## config.mk

```make
export PLATFORM = sky130hd
export DESIGN_NAME = uart_fifo
export DESIGN_NICKNAME = d
export VERILOG_FILES = /design/src/rtl/uart_fifo.sv
export SDC_FILE = /design/constraint.sdc
export NUM_CORES = 1
export LEC_CHECK = 0
export CAP_MARGIN = 20
export CORE_ASPECT_RATIO = 0.6
export CORE_MARGIN = 2
export CORE_UTILIZATION = 35
export CTS_CLUSTER_SIZE = 14
export DETAILED_ROUTE_END_ITERATION = 7
export PLACE_DENSITY = 0.59
export SKIP_CTS_REPAIR_TIMING = 1
export SYNTH_ARGS = -nofsm -noshare
export SYNTH_HDL_FRONTEND = slang
export SYNTH_SLANG_ARGS = --single-unit
```

## constraint.sdc

```tcl
create_clock -name sysclk -period 3 [get_ports sysclk]
set_input_delay 0.45 -clock sysclk [delete_from_list [all_inputs] [get_ports sysclk]]
set_output_delay 0.45 -clock sysclk [all_outputs]
set_load 0.01 [all_outputs]
```

## src/rtl/uart_fifo.sv

```systemverilog
`default_nettype none
// ============================================================================
// Module   : uart_fifo
// Brief    : Memory-mapped UART with TX/RX FIFOs, status register and IRQs
// Revision : 1.0
// ============================================================================

module uart_fifo_buf #(
    parameter int DEPTH = 16
) (
    input  logic       clk,
    input  logic       rst_n,
    input  logic       push,
    input  logic [7:0] din,
    input  logic       pop,
    output logic [7:0] dout,
    output logic       empty,
    output logic       full
);
    localparam int          AW       = $clog2(DEPTH);
    localparam logic [AW:0] FULL_CNT = (AW+1)'(DEPTH);

    logic [7:0]    mem_q [DEPTH];
    logic [AW-1:0] wptr_q, wptr_d;
    logic [AW-1:0] rptr_q, rptr_d;
    logic [AW:0]   cnt_q, cnt_d;
    logic          do_push, do_pop;

    // A push into a full FIFO is accepted when a pop frees a slot in the same cycle
    always_comb begin
        do_pop  = pop & (cnt_q != '0);
        do_push = push & ((cnt_q != FULL_CNT) | do_pop);
        wptr_d  = wptr_q + AW'(do_push);
        rptr_d  = rptr_q + AW'(do_pop);
        cnt_d   = cnt_q + (AW+1)'(do_push) - (AW+1)'(do_pop);
    end

    always_ff @(posedge clk or negedge rst_n) begin
        if (!rst_n) begin
            wptr_q <= '0;
            rptr_q <= '0;
            cnt_q  <= '0;
        end else begin
            wptr_q <= wptr_d;
            rptr_q <= rptr_d;
            cnt_q  <= cnt_d;
        end
    end

    always_ff @(posedge clk) begin
        if (do_push) mem_q[wptr_q] <= din;
    end

    assign dout  = mem_q[rptr_q];
    assign empty = (cnt_q == '0);
    assign full  = (cnt_q == FULL_CNT);
endmodule

module uart_fifo #(
    parameter int CLK_DIV    = 326,
    parameter int DATA_BITS  = 8,
    parameter int PARITY     = 0,
    parameter int STOP_BITS  = 1,
    parameter int FIFO_DEPTH = 16
) (
    input  logic        sysclk,
    input  logic        reset,
    input  logic        rd,
    input  logic        wr,
    input  logic [31:0] addr,
    input  logic [31:0] wdata,
    output logic [31:0] rdata,
    input  logic        UART_RX,
    output logic        UART_TX,
    output logic        RX_IRQ,
    output logic        TX_IRQ
);
    localparam logic [31:0] ADDR_TXD  = 32'h4000_0018;
    localparam logic [31:0] ADDR_RXD  = 32'h4000_001C;
    localparam logic [31:0] ADDR_CON  = 32'h4000_0020;
    localparam int          DW        = (CLK_DIV > 1) ? $clog2(CLK_DIV) : 1;
    localparam logic [7:0]  DATA_MASK = 8'((1 << DATA_BITS) - 1);
    localparam logic [2:0]  LAST_BIT  = 3'(DATA_BITS - 1);
    localparam logic [2:0]  LAST_STOP = 3'(STOP_BITS - 1);
    localparam logic        ODD       = (PARITY == 2);

    localparam logic [2:0] S_IDLE  = 3'd0;
    localparam logic [2:0] S_START = 3'd1;
    localparam logic [2:0] S_DATA  = 3'd2;
    localparam logic [2:0] S_PAR   = 3'd3;
    localparam logic [2:0] S_STOP  = 3'd4;

    logic [DW-1:0] div_q, div_d;
    logic          tick;
    logic          w_wr_txd, w_wr_con, w_rd_rxd;
    logic [7:0]    tx_head, rx_head;
    logic          tx_empty, tx_full, rx_empty, rx_full;
    logic          tx_pop, rx_push, rx_ferr, rx_ovf;

    logic [2:0] tx_state_q, tx_state_d;
    logic [3:0] tx_tcnt_q, tx_tcnt_d;
    logic [2:0] tx_bcnt_q, tx_bcnt_d;
    logic [7:0] tx_shift_q, tx_shift_d;
    logic       tx_par_q, tx_par_d;
    logic       tx_q, tx_d;
    logic       w_tx_end;

    logic       rx_meta_q, rx_s_q;
    logic [2:0] rx_state_q, rx_state_d;
    logic [3:0] rx_tcnt_q, rx_tcnt_d;
    logic [2:0] rx_bcnt_q, rx_bcnt_d;
    logic [7:0] rx_data_q, rx_data_d;
    logic       rx_perr_q, rx_perr_d;
    logic       w_rx_mid;

    logic [1:0] en_q, en_d;
    logic       ovf_q, ovf_d;
    logic       ferr_q, ferr_d;
    logic [7:0] txd_q, txd_d;
    logic [7:0] w_con;
    logic       unused_wdata;

    assign unused_wdata = ^wdata[31:8];
    assign w_wr_txd     = wr && (addr == ADDR_TXD);
    assign w_wr_con     = wr && (addr == ADDR_CON);
    assign w_rd_rxd     = rd && (addr == ADDR_RXD);

    assign tick  = (div_q == DW'(CLK_DIV - 1));
    assign div_d = tick ? '0 : div_q + DW'(1);

    uart_fifo_buf #(.DEPTH(FIFO_DEPTH)) u_tx_fifo (
        .clk   (sysclk),
        .rst_n (reset),
        .push  (w_wr_txd),
        .din   (wdata[7:0]),
        .pop   (tx_pop),
        .dout  (tx_head),
        .empty (tx_empty),
        .full  (tx_full)
    );

    uart_fifo_buf #(.DEPTH(FIFO_DEPTH)) u_rx_fifo (
        .clk   (sysclk),
        .rst_n (reset),
        .push  (rx_push),
        .din   (rx_data_q),
        .pop   (w_rd_rxd),
        .dout  (rx_head),
        .empty (rx_empty),
        .full  (rx_full)
    );

    // ---------------- TX FSM ----------------
    assign w_tx_end = tick && (tx_tcnt_q == 4'd15);

    always_ff @(posedge sysclk or negedge reset) begin
        if (!reset) begin
            tx_state_q <= S_IDLE;
            tx_tcnt_q  <= '0;
            tx_bcnt_q  <= '0;
            tx_shift_q <= '0;
            tx_par_q   <= 1'b0;
            tx_q       <= 1'b1;
        end else begin
            tx_state_q <= tx_state_d;
            tx_tcnt_q  <= tx_tcnt_d;
            tx_bcnt_q  <= tx_bcnt_d;
            tx_shift_q <= tx_shift_d;
            tx_par_q   <= tx_par_d;
            tx_q       <= tx_d;
        end
    end

    always_comb begin
        tx_state_d = tx_state_q;
        tx_tcnt_d  = tx_tcnt_q;
        tx_bcnt_d  = tx_bcnt_q;
        tx_shift_d = tx_shift_q;
        tx_par_d   = tx_par_q;
        tx_pop     = 1'b0;
        if (tick && (tx_state_q != S_IDLE)) tx_tcnt_d = tx_tcnt_q + 4'd1;
        case (tx_state_q)
            S_IDLE: if (tick && !tx_empty) begin
                tx_pop     = 1'b1;
                tx_state_d = S_START;
                tx_tcnt_d  = '0;
                tx_shift_d = tx_head & DATA_MASK;
                tx_par_d   = (^(tx_head & DATA_MASK)) ^ ODD;
            end
            S_START: if (w_tx_end) begin
                tx_state_d = S_DATA;
                tx_bcnt_d  = '0;
            end
            S_DATA: if (w_tx_end) begin
                tx_shift_d = {1'b0, tx_shift_q[7:1]};
                if (tx_bcnt_q == LAST_BIT) begin
                    tx_bcnt_d  = '0;
                    tx_state_d = (PARITY != 0) ? S_PAR : S_STOP;
                end else begin
                    tx_bcnt_d = tx_bcnt_q + 3'd1;
                end
            end
            S_PAR: if (w_tx_end) begin
                tx_state_d = S_STOP;
                tx_bcnt_d  = '0;
            end
            S_STOP: if (w_tx_end) begin
                if (tx_bcnt_q == LAST_STOP) tx_state_d = S_IDLE;
                else                        tx_bcnt_d  = tx_bcnt_q + 3'd1;
            end
            default: tx_state_d = S_IDLE;
        endcase
    end

    // Line level is registered from the next state so UART_TX never glitches
    always_comb begin
        case (tx_state_d)
            S_START: tx_d = 1'b0;
            S_DATA:  tx_d = tx_shift_d[0];
            S_PAR:   tx_d = tx_par_d;
            default: tx_d = 1'b1;
        endcase
    end

    assign UART_TX = tx_q;

    // ---------------- RX FSM ----------------
    assign w_rx_mid = tick && (rx_tcnt_q == 4'd15);

    always_ff @(posedge sysclk or negedge reset) begin
        if (!reset) begin
            rx_meta_q  <= 1'b1;
            rx_s_q     <= 1'b1;
            rx_state_q <= S_IDLE;
            rx_tcnt_q  <= '0;
            rx_bcnt_q  <= '0;
            rx_data_q  <= '0;
            rx_perr_q  <= 1'b0;
        end else begin
            rx_meta_q  <= UART_RX;
            rx_s_q     <= rx_meta_q;
            rx_state_q <= rx_state_d;
            rx_tcnt_q  <= rx_tcnt_d;
            rx_bcnt_q  <= rx_bcnt_d;
            rx_data_q  <= rx_data_d;
            rx_perr_q  <= rx_perr_d;
        end
    end

    always_comb begin
        rx_state_d = rx_state_q;
        rx_tcnt_d  = rx_tcnt_q;
        rx_bcnt_d  = rx_bcnt_q;
        rx_data_d  = rx_data_q;
        rx_perr_d  = rx_perr_q;
        if (tick) rx_tcnt_d = rx_tcnt_q + 4'd1;
        case (rx_state_q)
            S_IDLE: begin
                rx_tcnt_d = '0;
                if (!rx_s_q) rx_state_d = S_START;
            end
            S_START: if (tick && (rx_tcnt_q == 4'd7)) begin
                rx_tcnt_d  = '0;
                rx_bcnt_d  = '0;
                rx_data_d  = '0;
                rx_perr_d  = 1'b0;
                rx_state_d = rx_s_q ? S_IDLE : S_DATA;
            end
            S_DATA: if (w_rx_mid) begin
                rx_data_d[rx_bcnt_q] = rx_s_q;
                if (rx_bcnt_q == LAST_BIT) rx_state_d = (PARITY != 0) ? S_PAR : S_STOP;
                else                       rx_bcnt_d  = rx_bcnt_q + 3'd1;
            end
            S_PAR: if (w_rx_mid) begin
                rx_perr_d  = rx_s_q ^ (^rx_data_q) ^ ODD;
                rx_state_d = S_STOP;
            end
            S_STOP: if (w_rx_mid) rx_state_d = S_IDLE;
            default: rx_state_d = S_IDLE;
        endcase
    end

    // A pop in the same cycle makes room, so a full RX FIFO only overflows without a read
    always_comb begin
        rx_push = (rx_state_q == S_STOP) && w_rx_mid && rx_s_q && !rx_perr_q;
        rx_ferr = (rx_state_q == S_STOP) && w_rx_mid && (!rx_s_q || rx_perr_q);
        rx_ovf  = rx_push && rx_full && !w_rd_rxd;
    end

    // ---------------- Registers ----------------
    always_comb begin
        en_d   = en_q;
        ovf_d  = ovf_q;
        ferr_d = ferr_q;
        txd_d  = txd_q;
        if (w_wr_txd) txd_d = wdata[7:0];
        if (w_wr_con) begin
            en_d = wdata[1:0];
            if (wdata[5]) ovf_d  = 1'b0;
            if (wdata[6]) ferr_d = 1'b0;
        end
        if (rx_ovf)  ovf_d  = 1'b1;
        if (rx_ferr) ferr_d = 1'b1;
    end

    always_ff @(posedge sysclk or negedge reset) begin
        if (!reset) begin
            div_q  <= '0;
            en_q   <= 2'b11;
            ovf_q  <= 1'b0;
            ferr_q <= 1'b0;
            txd_q  <= '0;
        end else begin
            div_q  <= div_d;
            en_q   <= en_d;
            ovf_q  <= ovf_d;
            ferr_q <= ferr_d;
            txd_q  <= txd_d;
        end
    end

    assign w_con = {tx_full, ferr_q, ovf_q, (tx_state_q != S_IDLE), !rx_empty, tx_empty, en_q};

    always_comb begin
        rdata = '0;
        if (rd) begin
            case (addr)
                ADDR_TXD: rdata = {24'd0, txd_q};
                ADDR_RXD: rdata = rx_empty ? 32'd0 : {24'd0, rx_head};
                ADDR_CON: rdata = {24'd0, w_con};
                default:  rdata = '0;
            endcase
        end
    end

    assign RX_IRQ = w_con[1] & w_con[3];
    assign TX_IRQ = w_con[0] & w_con[2] & ~w_con[4];
endmodule
`default_nettype wire

```

==> results.py <==
metrics = {
    "synthesis": {
        "synth_mux_area_share_pct": 11.9,
        "ys_types": 60,
        "seq_area_frac_synth_pct": 67.4,
        "synthArstFlopShare_pct": 25.6,
        "synth_flop_cell": "edfxtp_1",
        "ys_warn_count": 0,
        "synth-xor-area-share_pct": 2.68,
        "synth_top_area_cell": "edfxtp_1",
        "synth.avg_cell_area_um2": 16.3,
        "synth_area_mm2": 0.0147,
        "syn_inst": 901,
        "synth_edf_count": 256,
        "synth-adder-area-share_pct": 2.74,
        "yosys.area_share.simple_pct": 7.70,
        "synth_top_family_by_area": "multiplexers",
        "ys_ff_latch": 344,
        "synth_compound_area_share_pct": 4.62,
        "netlist_top_cells_area": "edfxtp_1 (52%), dfrtp_1 (14%), mux4_2 (11%)",
        "synth_top_area_share_pct": 52.4,
    },
    "setup_path": {
        "required_ns": 2.55,
        "critPathKind": "flip-flop to output pin",
        "cp-end-kind": "output pin",
        "setup.worst_path.start_class": "flip-flop",
        "critPathArrivalTime_ns": 2.73,
        "cp_common_cell": "mux4_2",
        "crit_path_cell_trace": "buf_6, clkbuf_16, buf_4, mux4_2, mux4_2, nand3_2, a21boi_2, buf_2",
        "critPathMaxStageDelay_ns": 0.57,
        "crit_path_top_delay_cell": "mux4_2",
        "critPathMaxFanout": 5,
    },
    "floorplanning": {
        "start_util_pct": 35.2,
        "rows": 58,
        "core_region_area_mm2": 0.0417,
        "die-height_um": 163,
        "dieArea_mm2": 0.0437,
        "die-width_um": 268,
        "ios": 104,
    },
    "detailed_routing": {
        "wl_um": 33300,
        "drc": 0,
        "ant_nets": 0,
        "via_count": 8217,
        "vias_per_cell": 5.01,
        "routedWlPerCell_um": 20.3,
        "dr.first_iter.drc_count": 853,
        "first_pass_iters": 5,
    },
    "clocking": {
        "cts_buffers": 35,
        "cts_sinks": 344,
        "cts.htree.levels": 2,
        "clock_latency_ns": 0.54,
        "cts_tree": "built",
        "cts_max_path_buffers": 3,
        "cts-root-buf": "clkbuf_16",
        "clk_pin_slew_ns": 0.06,
    },
    "finish": {
        "fin_util_pct": 42.7,
        "final_area_mm2": 0.0178,
        "syn2layout_area_growth_pct": 21.0,
        "final_cell_mix": "edfxtp_1 (256), dfrtp_1 (81), mux4_2 (72), buf_4 (70), nor2_1 (52)",
        "mostFrequentLayoutCell": "edfxtp_1",
        "fin_nets": 1146,
        "drive_gt1_share_pct": 26.3,
        "insertedDiodeCount": 0,
    },
    "timing": {
        "timing.final.crit_period_ns": 3.18,
        "clock_skew_ns": 0.0300,
        "grt_setup_unrepaired": "true",
        "hold_violations": 0,
        "tns_ns": -1.23,
        "finalHoldWorstSlack_ns": 0.338,
        "worstMarginPinSlew_ns": 0.834,
        "slew_viol_final": 0,
        "relSlewSlack_pct": 44.4,
        "clock.fmax_ghz": 0.314,
        "setup_violations": 9,
        "setup_ws_ns": -0.180,
        "period_share_pct": 106,
    },
    "global_routing": {
        "gr-total-overflow": 0,
        "track_usage_pct": 15.1,
        "grt_max_degree": 47,
        "antenna_found_initial": 0,
        "grt_pass1_wl_um": 48900,
        "grt_pass1_vias": 7914,
    },
    "hold_path": {
        "hold_path_class": "input port to flip-flop",
    },
    "placed_design": {
        "dpl.hpwl_um": 22500,
        "portBuffers": 55,
        "placed_area_mm2": 0.0164,
        "place_congestion": 0.789,
    },
    "power_and_ir_drop": {
        "leakagePower_nw": 6.70,
        "power.density_mw_per_mm2": 539,
        "ir_worst_vdd_mv": 0.345,
    },
    "job": {
        "drv_cap": 0,
    },
    "status": {
        "status": "finished with violations",
        "violations": "setup timing",
    },
}
## sequential cells by signal, indices dropped and copies added, names as in the netlist, 5 cells and up
register	flops
rx_data_q	8
u_rx_fifo.cnt_q	5
txd_q	8
div_q	9
u_tx_fifo.mem_q	128
tx_shift_q	8
u_tx_fifo.cnt_q	5
u_rx_fifo.mem_q	128
## where the power goes
group          internal, W  leakage [nW]  switching (W)
Clock              0.00248         0.538        0.00185
Combinational    0.0000633          2.36      0.0000918
Sequential         0.00509          3.80     0.00000207
## kinds of logic after synthesis
family | Yosys count
muxes | 83
DFF | 344
adders and majority gates | 31
buffers and inverters | 88
AOI/OAI and AO/OA | 103
xor gates and xnor gates | 45
and+or+nand+nor | 206
other | 1
## worst max-delay path: cells and delay by family, from the launching register on
family | cells | cell delay, ns
AND/OR/NAND/NOR | 1 | 0.08
flip-flops | 1 | 0.48
multiplexers | 2 | 1.07
buffers and inverters | 4 | 0.53
AO/OA/AOI/OAI | 1 | 0.05
## layer usage
metal / GRT usage (%) / wire length, um / share of wire (%) / up-vias
met5: 0 / 0 / 0 / -
met4: 3.48 / 546 / 1.6 / 0
met3: 3.19 / 2180 / 6.5 / 47
met2: 20.4 / 13600 / 41 / 250
met1: 24.7 / 17000 / 51 / 4217
li1: - / - / - / 3703
## synth_stat cells (all sizes together) (5+ instances only)
library cell and number:
nand3b 6, xor2 14, and3 5, mux4 72, nand3 28, xnor2 31, a21boi 8, nor4 9
buf 36, ha 29, edfxtp 256, nand2 45, nor2 58, o21ai 26, clkbuf 24, dfrtp 83
dfstp 5, a21oi 16, inv 28, nand4 6, nor3 17, mux2 10, a22oi 30, nand2b 11
a31oi 6
## path summary, 6_finish.rpt
check	startpoint	end	slack (ns)	cells after the start
max in group asynchronous	reset	UART_TX$_DFF_PN1_	1.76	3
worst min register to register	rx_meta_q$_DFF_PN1_	rx_s_q$_DFF_PN1_	0.36	0
worst min-delay path	UART_RX	rx_meta_q$_DFF_PN1_	0.34	1
worst max register to register	div_q[1]$_DFF_PN0_	u_rx_fifo.cnt_q[4]$_DFF_PN0_	0.25	16
worst max-delay path	u_rx_fifo.rptr_q[0]$_DFF_PN0_	rdata[2]	-0.18	8
min in group asynchronous	reset	rx_bcnt_q[2]$_DFFE_PN0P_	0.47	2
## per-stage QoR
step,setup slack [ns],cells,total power (W)
final,-0.180,1641,0.00957
after global routing,-0.240,1641,0.00988
after CTS,-0.552,1632,0.00969
after detailed placement,-0.497,1570,0.00535
after global placement,-0.499,1570,0.00535
after floorplan,0.0583,924,0.00524
## layout make-up
type	count	area, um^2
Fill cell	3718	23900
Inverter	28	105
Multi-Input combinational cell	492	4550
Clock buffer	47	973
Timing Repair Buffer	145	1380
Tap cell	570	713
Sequential cell	344	9900
Clock inverter	15	155
No activity file was read; power rests on OpenSTA's default activity.
